[config.mk]
export PLATFORM = sky130hd
export DESIGN_NAME = frame_sched
export DESIGN_NICKNAME = d
export VERILOG_FILES = /design/src/rtl/frame_sched.sv
export SDC_FILE = /design/constraint.sdc
export NUM_CORES = 1
export LEC_CHECK = 0
export ABC_AREA = 0
export CAP_MARGIN = 15
export CORE_AREA = 2 2 215 217
export CTS_CLUSTER_DIAMETER = 80
export CTS_CLUSTER_SIZE = 12
export DETAILED_ROUTE_END_ITERATION = 10
export DIE_AREA = 0 0 217 219
export PLACE_DENSITY = 0.73
export SLEW_MARGIN = 40
export SYNTH_ARGS = -nofsm -noshare
export SYNTH_HDL_FRONTEND = slang
export SYNTH_SLANG_ARGS = --single-unit
[constraint.sdc]
create_clock -name clk -period 6 [get_ports clk]
set_clock_uncertainty 0.15 [all_clocks]
set_input_delay 1.8 -clock clk [delete_from_list [all_inputs] [get_ports clk]]
set_output_delay 1.8 -clock clk [all_outputs]
set_load 0.01 [all_outputs]
[src/rtl/frame_sched.sv]
// -----------------------------------------------------------------------------
// frame_sched
//
// Receives 128-bit trace frames from the trace-clock domain. Each frame is
// announced by a toggle on FrAvail. Frames are buffered in a small circular
// FIFO and sent out as eight 16-bit words over a valid/ready stream, most
// significant word first. This block also owns the trace bus width code. A new
// width is applied only when nothing is buffered or in flight. The first frame
// captured after a width switch is corrupt, so it is thrown away.
//
// Ports
//   clk          system clock
//   rst          asynchronous active-low reset
//   FrAvail      frame-ready toggle (trace-clock domain, synchronised here)
//   Frame        last completed frame, stable for >= 4 clk after a toggle
//   widthReq     requested width code
//   width        applied width code
//   dOut         outbound frame word
//   dValid       dOut valid
//   dReady       consumer ready
//   dLast        dOut is word 7 of its frame
//   fill         frames buffered, including the one being sent
//   ovfCount     frames dropped on a full buffer (saturating)
//   traceActive  frames seen within the last 2^IDLE_BITS-1 cycles
//
// state   | meaning
// --------+-------------------------------------------------------------
// IDLE    | nothing being sent; may start a frame or apply a width change
// SEND    | presenting word wordIdx of the head frame
// DISCARD | width just changed; the next captured frame is dropped
// -----------------------------------------------------------------------------
module frame_sched #(
    parameter int DEPTH     = 4,
    parameter int IDLE_BITS = 24
) (
    input  logic                   clk,
    input  logic                   rst,
    input  logic                   FrAvail,
    input  logic [127:0]           Frame,
    input  logic [1:0]             widthReq,
    output logic [1:0]             width,
    output logic [15:0]            dOut,
    output logic                   dValid,
    input  logic                   dReady,
    output logic                   dLast,
    output logic [$clog2(DEPTH):0] fill,
    output logic [7:0]             ovfCount,
    output logic                   traceActive
);

    localparam int PW = $clog2(DEPTH);
    localparam int FW = PW + 1;
    localparam logic [FW-1:0] FILL_MAX = FW'(DEPTH);
    localparam logic [FW-1:0] FILL_ONE = FW'(1);
    localparam logic [FW-1:0] FILL_ZERO = '0;

    typedef enum logic [1:0] {
        IDLE    = 2'd0,
        SEND    = 2'd1,
        DISCARD = 2'd2
    } stateT;

    stateT                state;
    stateT                stateNext;
    logic [2:0]           wordIdx;
    logic [2:0]           wordIdxNext;
    logic [1:0]           widthNext;

    logic                 frSync1;
    logic                 frSync2;
    logic                 frSyncD;
    logic                 newFrame;

    logic [127:0]         frameMem [DEPTH];
    logic [PW-1:0]        wrPtr;
    logic [PW-1:0]        rdPtr;
    logic [FW-1:0]        fillCnt;
    logic [IDLE_BITS-1:0] idleCnt;

    logic                 handshake;
    logic                 pop;
    logic                 wrEn;
    logic                 dropOvf;
    logic [127:0]         headFrame;
    logic [6:0]           bitBase;
    logic [15:0]          headWord;

    // Either toggle polarity marks a frame.
    assign newFrame  = frSync2 ^ frSyncD;

    assign handshake = (state == SEND) && dReady;
    assign pop       = handshake && (wordIdx == 3'd7);

    // A full buffer can still take a frame when the head leaves in the same
    // cycle. Frames arriving in DISCARD are dropped without counting overflow.
    assign wrEn    = newFrame && (state != DISCARD) && ((fillCnt < FILL_MAX) || pop);
    assign dropOvf = newFrame && (state != DISCARD) && !wrEn;

    always_ff @(posedge clk or negedge rst) begin
        if (!rst) begin
            frSync1  <= 1'b0;
            frSync2  <= 1'b0;
            frSyncD  <= 1'b0;
            wrPtr    <= '0;
            rdPtr    <= '0;
            fillCnt  <= '0;
            ovfCount <= '0;
            idleCnt  <= '0;
            state    <= IDLE;
            wordIdx  <= '0;
            width    <= '0;
        end else begin
            frSync1 <= FrAvail;
            frSync2 <= frSync1;
            frSyncD <= frSync2;

            if (wrEn) begin
                wrPtr <= wrPtr + PW'(1);
            end
            if (pop) begin
                rdPtr <= rdPtr + PW'(1);
            end
            unique case ({wrEn, pop})
                2'b10:   fillCnt <= fillCnt + FILL_ONE;
                2'b01:   fillCnt <= fillCnt - FILL_ONE;
                default: fillCnt <= fillCnt;
            endcase

            if (dropOvf && (ovfCount != 8'hFF)) begin
                ovfCount <= ovfCount + 8'd1;
            end

            if (newFrame) begin
                idleCnt <= '1;
            end else if (idleCnt != '0) begin
                idleCnt <= idleCnt - IDLE_BITS'(1);
            end

            state   <= stateNext;
            wordIdx <= wordIdxNext;
            width   <= widthNext;
        end
    end

    // Frame storage has no reset; reads are only exposed while in SEND.
    always_ff @(posedge clk) begin
        if (wrEn) begin
            frameMem[wrPtr] <= Frame;
        end
    end

    always_comb begin
        stateNext   = state;
        wordIdxNext = wordIdx;
        widthNext   = width;
        unique case (state)
            IDLE: begin
                if ((fillCnt == FILL_ZERO) && (widthReq != width)) begin
                    widthNext = widthReq;
                    stateNext = DISCARD;
                end else if (fillCnt != FILL_ZERO) begin
                    // Width still matching is the normal case. If widthReq
                    // moved while frames were already buffered, those frames
                    // are drained first so the change cannot stall forever.
                    stateNext   = SEND;
                    wordIdxNext = '0;
                end
            end
            SEND: begin
                if (handshake) begin
                    if (wordIdx == 3'd7) begin
                        // Another frame remains after this pop, so the next
                        // frame follows with no bubble.
                        if ((fillCnt > FILL_ONE) || wrEn) begin
                            wordIdxNext = '0;
                        end else begin
                            stateNext = IDLE;
                        end
                    end else begin
                        wordIdxNext = wordIdx + 3'd1;
                    end
                end
            end
            DISCARD: begin
                if (newFrame) begin
                    stateNext = IDLE;
                end
            end
            default: begin
                stateNext = IDLE;
            end
        endcase
    end

    // Word i sits at bits 127-16i down to 112-16i; ~wordIdx equals 7-i.
    always_comb begin
        headFrame = frameMem[rdPtr];
        bitBase   = {~wordIdx, 4'b0000};
        headWord  = headFrame[bitBase +: 16];
    end

    always_comb begin
        dValid      = (state == SEND);
        dLast       = dValid && (wordIdx == 3'd7);
        dOut        = dValid ? headWord : 16'h0000;
        fill        = fillCnt;
        traceActive = (idleCnt != '0);
    end

endmodule

# Yosys cells after proc, flatten, opt, wreduce, memory -nomap -nowiden

Memory sizes are Yosys's and may differ from the RTL's.
Index checks and enable logic that the tools add are counted.

$add $sub $neg: 7
Magnitude comparators: 2
Equality and inequality tests: 16
Shift operators: 1
Mux-type cells: 19
Bitwise logic cells: 2
Reduce and logical (&&, ||, !) cells: 21

Operators with widths:

| operator                                                                         | number |
|---|---|
| 128-bit by 8-bit variable part select with 16-bit output                         | 1 |
| 24-bit two-way mux                                                               | 2 |
| 24-bit nonzero test                                                              | 1 |
| 24-bit by 1-bit subtractor with 24-bit output (second input constant)            | 1 |
| 16-bit two-way mux                                                               | 1 |
| 3-bit two-way mux                                                                | 5 |
| 2-bit two-way mux                                                                | 6 |
| 3-bit one-hot mux with 2 select lines                                            | 2 |
| 2-bit inequality test (second input constant)                                    | 5 |
| 5-bit AND reduction                                                              | 2 |
| 8-bit by 1-bit adder with 8-bit output (second input constant)                   | 1 |
| 1-bit logical AND                                                                | 8 |
| 8-bit inequality test (second input constant)                                    | 1 |
| 3-bit by 1-bit adder with 3-bit output (second input constant)                   | 2 |
| 2-bit one-hot mux with 3 select lines                                            | 1 |
| 2-bit nonzero test                                                               | 3 |
| 2-bit by 1-bit adder with 2-bit output (second input constant)                   | 2 |
| 2-bit by 1-bit == test with 1-bit output (second input constant)                 | 2 |
| 2-bit == test (second input constant)                                            | 2 |
| 2-bit by 1-bit inequality test with 1-bit output (second input constant)         | 2 |
| 3-bit == test (second input constant)                                            | 1 |
| 3-bit by 1-bit greater-than comparator with 1-bit output (second input constant) | 1 |
| 3-bit zero test                                                                  | 1 |
| 3-bit < comparator (second input constant)                                       | 1 |
| 12 further kinds                                                                 | 14 |

Flip-flop bits (word level): 49
RAM bits: 512
Bits of input ports: 134
Output and inout port bits: 32
Logic and storage cells: 80
Memories: 1

Memories:

| memory   | depth | width | read ports | clocked after Yosys merged registers in | write ports | RTL line | text |
|---|---|---|---|---|---|---|---|
| frameMem | 4     | 128   | 1          | 0                                       | 1           | 74       | `logic [127:0] frameMem [DEPTH];` |

# Logic depth before layout (Yosys ltp)

Gate-level depths: netlist of the first run.

Depth in word-level cells: 10
Depth in mapped cells: 9
Gate-level depth less buffers: 9

# Worst setup path before layout of the first run

OpenSTA, ideal clock, no wires.

Kind: input -> register
From: input port dReady
To: memory frameMem[2][0] (enable)
Setup time: 502 ps
Arrival: 5370 ps
Required time: 5348 ps
Setup slack: -22 ps
Cell stages on the path: 3
Buffers on the path: 0
Cell sequence: nand4b_1 a21boi_1 and2_1

Word-level cells in the longest chain between the ends: 6

Ends and longest elaborated chain:

| item                                    | RTL line | text |
|---|---|---|
| start, declared                         | 44       | `input logic dReady,` |
| 1-bit logical AND                       | 91       | `assign handshake = (state == SEND) && dReady;` |
| 1-bit logical AND                       | 92       | `assign pop = handshake && (wordIdx == 3'd7);` |
| 1-bit logical OR                        | 96       | `assign wrEn = newFrame && (state != DISCARD) && ((fillCnt < FILL_MAX) \|\| pop);` |
| 1-bit logical AND                       | 96       |  |
| 1-bit two-way mux                       | 147      | `if (wrEn) begin` |
| 1-bit two-way mux (implied by the code) | 148      | `frameMem[wrPtr] <= Frame;` |
| end, declared                           | 74       |  |

Every way passes these cells.

# Final worst setup path of the first run

From: register rdPtr[0]
To: output port dOut[8]

Word-level cells in the longest chain between the ends: 3

Ends and longest elaborated chain:

| item                                                     | RTL line | text |
|---|---|---|
| start, declared                                          | 76       | `logic [PW-1:0] rdPtr;` |
| start signal, assigned                                   | 121      | `rdPtr <= rdPtr + PW'(1);` |
| memory read 4 x 128 bit                                  | -        |  |
| 128-bit by 8-bit variable part select with 16-bit output | 199      | `headWord = headFrame[bitBase +: 16];` |
| 16-bit two-way mux                                       | 205      | `dOut = dValid ? headWord : 16'h0000;` |
| end, declared                                            | 42       | `output logic [15:0] dOut,` |

Every way passes these cells.

==> impl_metrics.yaml, run 1 <==
outcome:
  status: "finished clean"
die:
  dieArea_um2: 47500
  io_pins: 166
  initial_core_util_pct: 49.4
  die_w_um: 217
  coreArea_um2: 45100
  fp.dieH_um: 219
  rows: 78
routing:
  drt-total-wl_um: 46600
  top_layer_used: "met5"
  drt_iter0_drc: 1222
  drt-met1-wl_um: 20100
  dr_wl_met2_um: 22600
  ant_nets: 0
  via_per_inst: 5.88
  dr.pass1.iters: 5
  wl_per_cell_um: 24.9
  drc: 0
  routed-via-count: 11000
  dr_wl_met3_um: 2940
yosys:
  synth_top_family_by_area: "multiplexers"
  yosysWarningCount: 0
  synth-xor-area-share_pct: 1.14
  synthMuxAreaShare_pct: 15.6
  synth_compound_area_share_pct: 2.23
  synth_ff_type: "edfxtp_1"
  synth_nets: 1213
  ys_ff_latch: 561
  synth_area_um2: 22300
  syn_inst: 1065
  avgSynthCellArea_um2: 20.9
  yosys.area_share.adder_pct: 0.786
  yosysTopAreaCellShare_pct: 69.0
  synthDistinctLibCells: 56
  seq_area_frac_synth_pct: 74.5
  synth_area_leaders: "edfxtp_1, mux4_2, mux4_1"
  synth_edf_count: 512
  post_synth_and_or_nand_nor_area_fraction_pct: 3.96
  yosysTopAreaCell: "edfxtp_1"
  ys_async_sr_fraction_pct: 8.73
sta:
  max_freq_mhz: 179
  fin_setup_tns_ps: 0
  rsz0062_at_grt: "false"
  hold_viol_final: 0
  maxSlewViolCount: 0
  report.final.setup_viol: 0
  maxSlewHeadroom_pct: 45.5
  worst_slew_pin_slew_ps: 810
  finalCritPeriodShare_pct: 93.1
  setup_slack_ps: 417
  fin_crit_ps: 5580
final_layout:
  nNetsFinal: 1407
  seqCellArea_um2: 16600
  fin_cells: 1870
  design_area_um2: 26100
  multi_input_area_um2: 5290
  area_delta_synth_final_pct: 17.0
  drive_gt1_share_pct: 14.0
  num-fill-cells: 3273
worst_setup_path:
  r2r_cells: 6
  cpPeakStageDelay_ps: 690
  cpLargestDelayFamily: "buffers and inverters"
  path_class: "flop to output pin"
  rrSetupSlack_ps: 2410
  cp_slowest_cell: "nor4_1"
  r2r-end: "frameMem[0][9]$_DFFE_PP_"
  crit_required_ps: 4050
  arrival_ps: 3630
  critPathBufInv: 2
  critical_path.startpoint_type: "flop"
  r2r-start: "wordIdx[0]$_DFFE_PN0P_"
  crit_path_cell_trace: "buf_12 -> mux4_2 -> mux2i_1 -> a22o_1 -> nor4_1 -> clkdlybuf4s50_1"
  crit_path_max_fanout: 58
  worstSetupEndpointType: "output pin"
grt:
  grt_first_pass_wirelength_um: 70300
  overflow: 0
  track_usage_pct: 19.9
  grt_pass1_vias: 11300
  antenna_found_initial: 6
  grt_max_degree: 60
placement:
  place_inst: 1804
  gp_congestion: 0.742
  portBuffers: 165
  hpwl_um: 29400
  place_ws_ps: 805
  dpl-instance-area_um2: 24700
clock_network:
  clock_path_buffers: 3
  cts_tree: "yes"
  clock-root-buffer: "clkbuf_16"
  clk_latency_ps: 600
  post_cts_buffers: 0
  cts-buffers-inserted: 52
  htreeDepth: 2
  cts_resized: 0
  cts_hold_buf: 0
  clkSinkCount: 561
  clk_pin_slew_worst_paths_ps: 70
run:
  max_cap_viol_count: 0
power:
  vdd_drop_max_v: 0.000379
  power_density_nw_per_um2: 445
  power_leakage_nw: 8.55
  total_power_mw: 11.6
min_path:
  min_to: "frSync2$_DFF_PN0_"
  min_from: "frSync1$_DFF_PN0_"
  hold_depth: 0
  min_path_type: "flop to flop"
## how the worst max path moves through the flow
stage                          endpoint  slack, ps  depth (start not counted)            startpoint
5_1_grt                         dOut[8]        220                          6  rdPtr[0]$_DFFE_PN0P_
3_5_place_dp                    dOut[9]        800                          5  rdPtr[1]$_DFFE_PN0P_
4_1_cts                         dOut[9]        110                          5  rdPtr[1]$_DFFE_PN0P_
3_3_place_gp                    dOut[9]        770                          5  rdPtr[1]$_DFFE_PN0P_
6_report                        dOut[8]        420                          6  rdPtr[0]$_DFFE_PN0P_
2_1_floorplan  frameMem[0][0]$_DFFE_PP_       1380                          3                dReady
## synthesized netlist by cell type (all sizes together) (7+ instances only)
cell    number
clkbuf      14
o21ai       15
nor2        13
ha          14
xor2        15
nand3b       7
edfxtp     512
nor4        22
inv         13
nand3       17
buf         36
or3         11
mux4       128
mux2i       35
nand2       46
xnor2       14
o22ai       32
dfrtp       49
nor3        13
## registers in the layout, indices dropped and copies added (netlist names), 3 cells and up
name and cells:
fill 3, frameMem 512, idleCnt 24, ovfCount 8
wordIdx 3
## power by group
part           switching [mW]  leakage, nW  internal [mW]  total (mW)
logic                    1.84         2.70           1.69        3.52
registers               0.268         5.17           4.95        5.22
clock network            1.31        0.673           1.55        2.86
total                    3.42         8.55           8.19        11.6
## per-layer routing
metal / track usage [%] / vias up
met1: 28.2 / 5747
li1: - / 4829
met5: 0 / -
met3: 4.62 / 75
met2: 31.3 / 342
met4: 5.25 / 8
## layout make-up
type	count	area share (%)
inverter	13	0.187
antenna	2	0.0192
multi-input combinational	441	20.3
sequential	561	63.7
clock buffer	59	5.09
tap	600	2.88
clock inverter	4	0.202
timing repair buffer	190	7.57
## through the flow
step | util [%] | hold slack [ps]
3_3_place_gp | 54.7 | 191
2_1_floorplan | - | 181
6_report | 57.8 | 206
4_1_cts | 57.7 | 211
5_1_grt | 57.8 | 220
3_5_place_dp | 54.7 | 190
## cells by family after synthesis
kind of cell               Yosys count
buffers and inverters               63
muxes                              166
DFF                                561
AOI/OAI and AO/OA                   76
and+or+nand+nor                    156
xor gates and xnor gates            29
adders and majority gates           14
## placed cells by master (no fill, tap or decap), types with 5 or more instances in the layout
cell             count
a21oi_1              5
a22o_1               6
and3_1               5
buf_12              11
buf_4               14
clkbuf_1             7
clkbuf_16           52
clkdlybuf4s50_1    164
dfrtp_1             46
edfxtp_1           512
ha_1                14
inv_1               13
mux2i_1             35
mux4_1              55
mux4_2              73
nand2_1             44
nand3_1             17
nand3b_1             7
nor2_1              13
nor3_1               9
nor4_1              20
o21ai_0             14
o22ai_1             32
or3_1               11
xnor2_1             14
xor2_1              15
No activity file was read; power rests on OpenSTA's default activity.
==> run 2, diff against run 1 <==
- REMOVE_ABC_BUFFERS: unset -> 1
==> impl_metrics.yaml, run 2 (synthesis results as in run 1) <==
clock_network:
  clkSinkCount: 561
  clk_latency_ps: 590
  cts_tree: "yes"
  cts_resized: 0
  clock-root-buffer: "clkbuf_16"
  htreeDepth: 2
  clk_pin_slew_worst_paths_ps: 60
  cts-buffers-inserted: 53
  post_cts_buffers: 0
  cts_hold_buf: 0
  clock_path_buffers: 3
final_layout:
  largest_register_ffs: 512
  layout_commonest_cell: "edfxtp_1"
  reg_top3: "frameMem (512), idleCnt (24), ovfCount (8)"
  mostFrequentLayoutCells: "edfxtp_1, clkdlybuf4s50_1, mux4_2"
  final_util_pct: 58.0
  regMostFlops: "frameMem"
  drive_gt1_share_pct: 13.8
  area_delta_synth_final_pct: 17.3
  nNetsFinal: 1403
worst_setup_path:
  critPathLaunch: "wordIdx[2]$_DFFE_PN0P_"
  crit_required_ps: 4050
  rrSetupSlack_ps: 1980
  arrival_ps: 3810
  worstSetupEndpointType: "output pin"
  r2r_cells: 7
  critical_path.startpoint_type: "flop"
  r2r-end: "frameMem[1][11]$_DFFE_PP_"
  r2r-start: "wordIdx[0]$_DFFE_PN0P_"
  crit_path_max_fanout: 17
  path_class: "flop to output pin"
placement:
  hpwl_um: 27200
  gp_congestion: 0.756
  place_ws_ps: 905
  portBuffers: 165
min_path:
  min_path_type: "flop to flop"
  hold_depth: 0
  min_to: "frSync2$_DFF_PN0_"
  min_from: "frSync1$_DFF_PN0_"
routing:
  routed-via-count: 11000
  drc: 0
  via_per_inst: 5.83
  dr.pass1.iters: 5
  ant_nets: 0
  drt-total-wl_um: 44800
  wl_per_cell_um: 23.8
  drt_iter0_drc: 1229
power:
  vdd_drop_max_v: 0.000226
  power_leakage_nw: 8.58
  power_density_nw_per_um2: 446
  total_power_mw: 11.7
sta:
  hold_ws_ps: 206
  finalCritPeriodShare_pct: 95.9
  maxSlewViolCount: 0
  fin_setup_tns_ps: 0
  maxSlewHeadroom_pct: 44.4
  hold_viol_final: 0
  worst_slew_pin_slew_ps: 833
  fin_crit_ps: 5760
  report.final.setup_viol: 0
  setup_slack_ps: 245
  rsz0062_at_grt: "false"
  max_freq_mhz: 174
grt:
  grt_pass1_vias: 11200
  track_usage_pct: 19.1
  overflow: 0
  grt_max_degree: 95
  antenna_found_initial: 6
  grt_first_pass_wirelength_um: 67800
die:
  io_pins: 166
  fp.dieH_um: 219
  die_w_um: 217
  dieArea_um2: 47500
  rows: 78
  initial_core_util_pct: 49.4
  coreArea_um2: 45100
outcome:
  status: "finished clean"
run:
  max_cap_viol_count: 0
[run 2: cell count changes in the layout (fill, tap and decap cells not counted), sizes merged]
cell / before / now
clkinv: 2 / 1
clkbuf: 59 / 75
buf: 26 / 21
bufinv: 0 / 1
[run 2: layer usage]
metal | vias up | wire length, um | track usage (%)
met5 | - | 56 | 0
met3 | 68 | 2490 | 3.45
met2 | 333 | 22500 | 31.1
met1 | 5724 | 18800 | 26.5
met4 | 8 | 978 | 5.78
li1 | 4830 | - | -
[run 2: layout make-up]
class / count / area [um2]
fillers: 3238 / 18900
diodes: 2 / 5.00
repair buffers: 185 / 1910
well taps: 600 / 751
clock inverters: 4 / 48.8
flip-flops and latches: 561 / 16600
inverters: 13 / 48.8
multi-input cells: 441 / 5300
clock buffers: 75 / 1470
[run 2: per-stage QoR]
stage | std cells | area (um2)
floorplan | 1015 | 21900
global placement | 1800 | 24600
detailed placement | 1800 | 24600
CTS | 1879 | 26100
global route | 1881 | 26100
finish | 1881 | 26100
[run 2: critical path: stages (launching register included)]
cell and delay [ps]:
dfrtp_1 860, nor2_1 410, nand2_1 520, o22ai_1 170
nor4_1 580, clkdlybuf4s50_1 670
[run 2: report_power, final]
part,internal (mW),switching [mW],leakage [nW]
registers,4.95,0.350,5.17
clock network,1.72,1.33,0.737
logic,1.66,1.66,2.67
[run 2: how the worst max path moves through the flow]
stage,to,slack [ps]
after CTS,dOut[9],240
after global routing,dOut[9],100
final,dOut[4],240
after detailed placement,dOut[8],910
after global placement,dOut[3],900
after floorplan,dOut[13],-1940
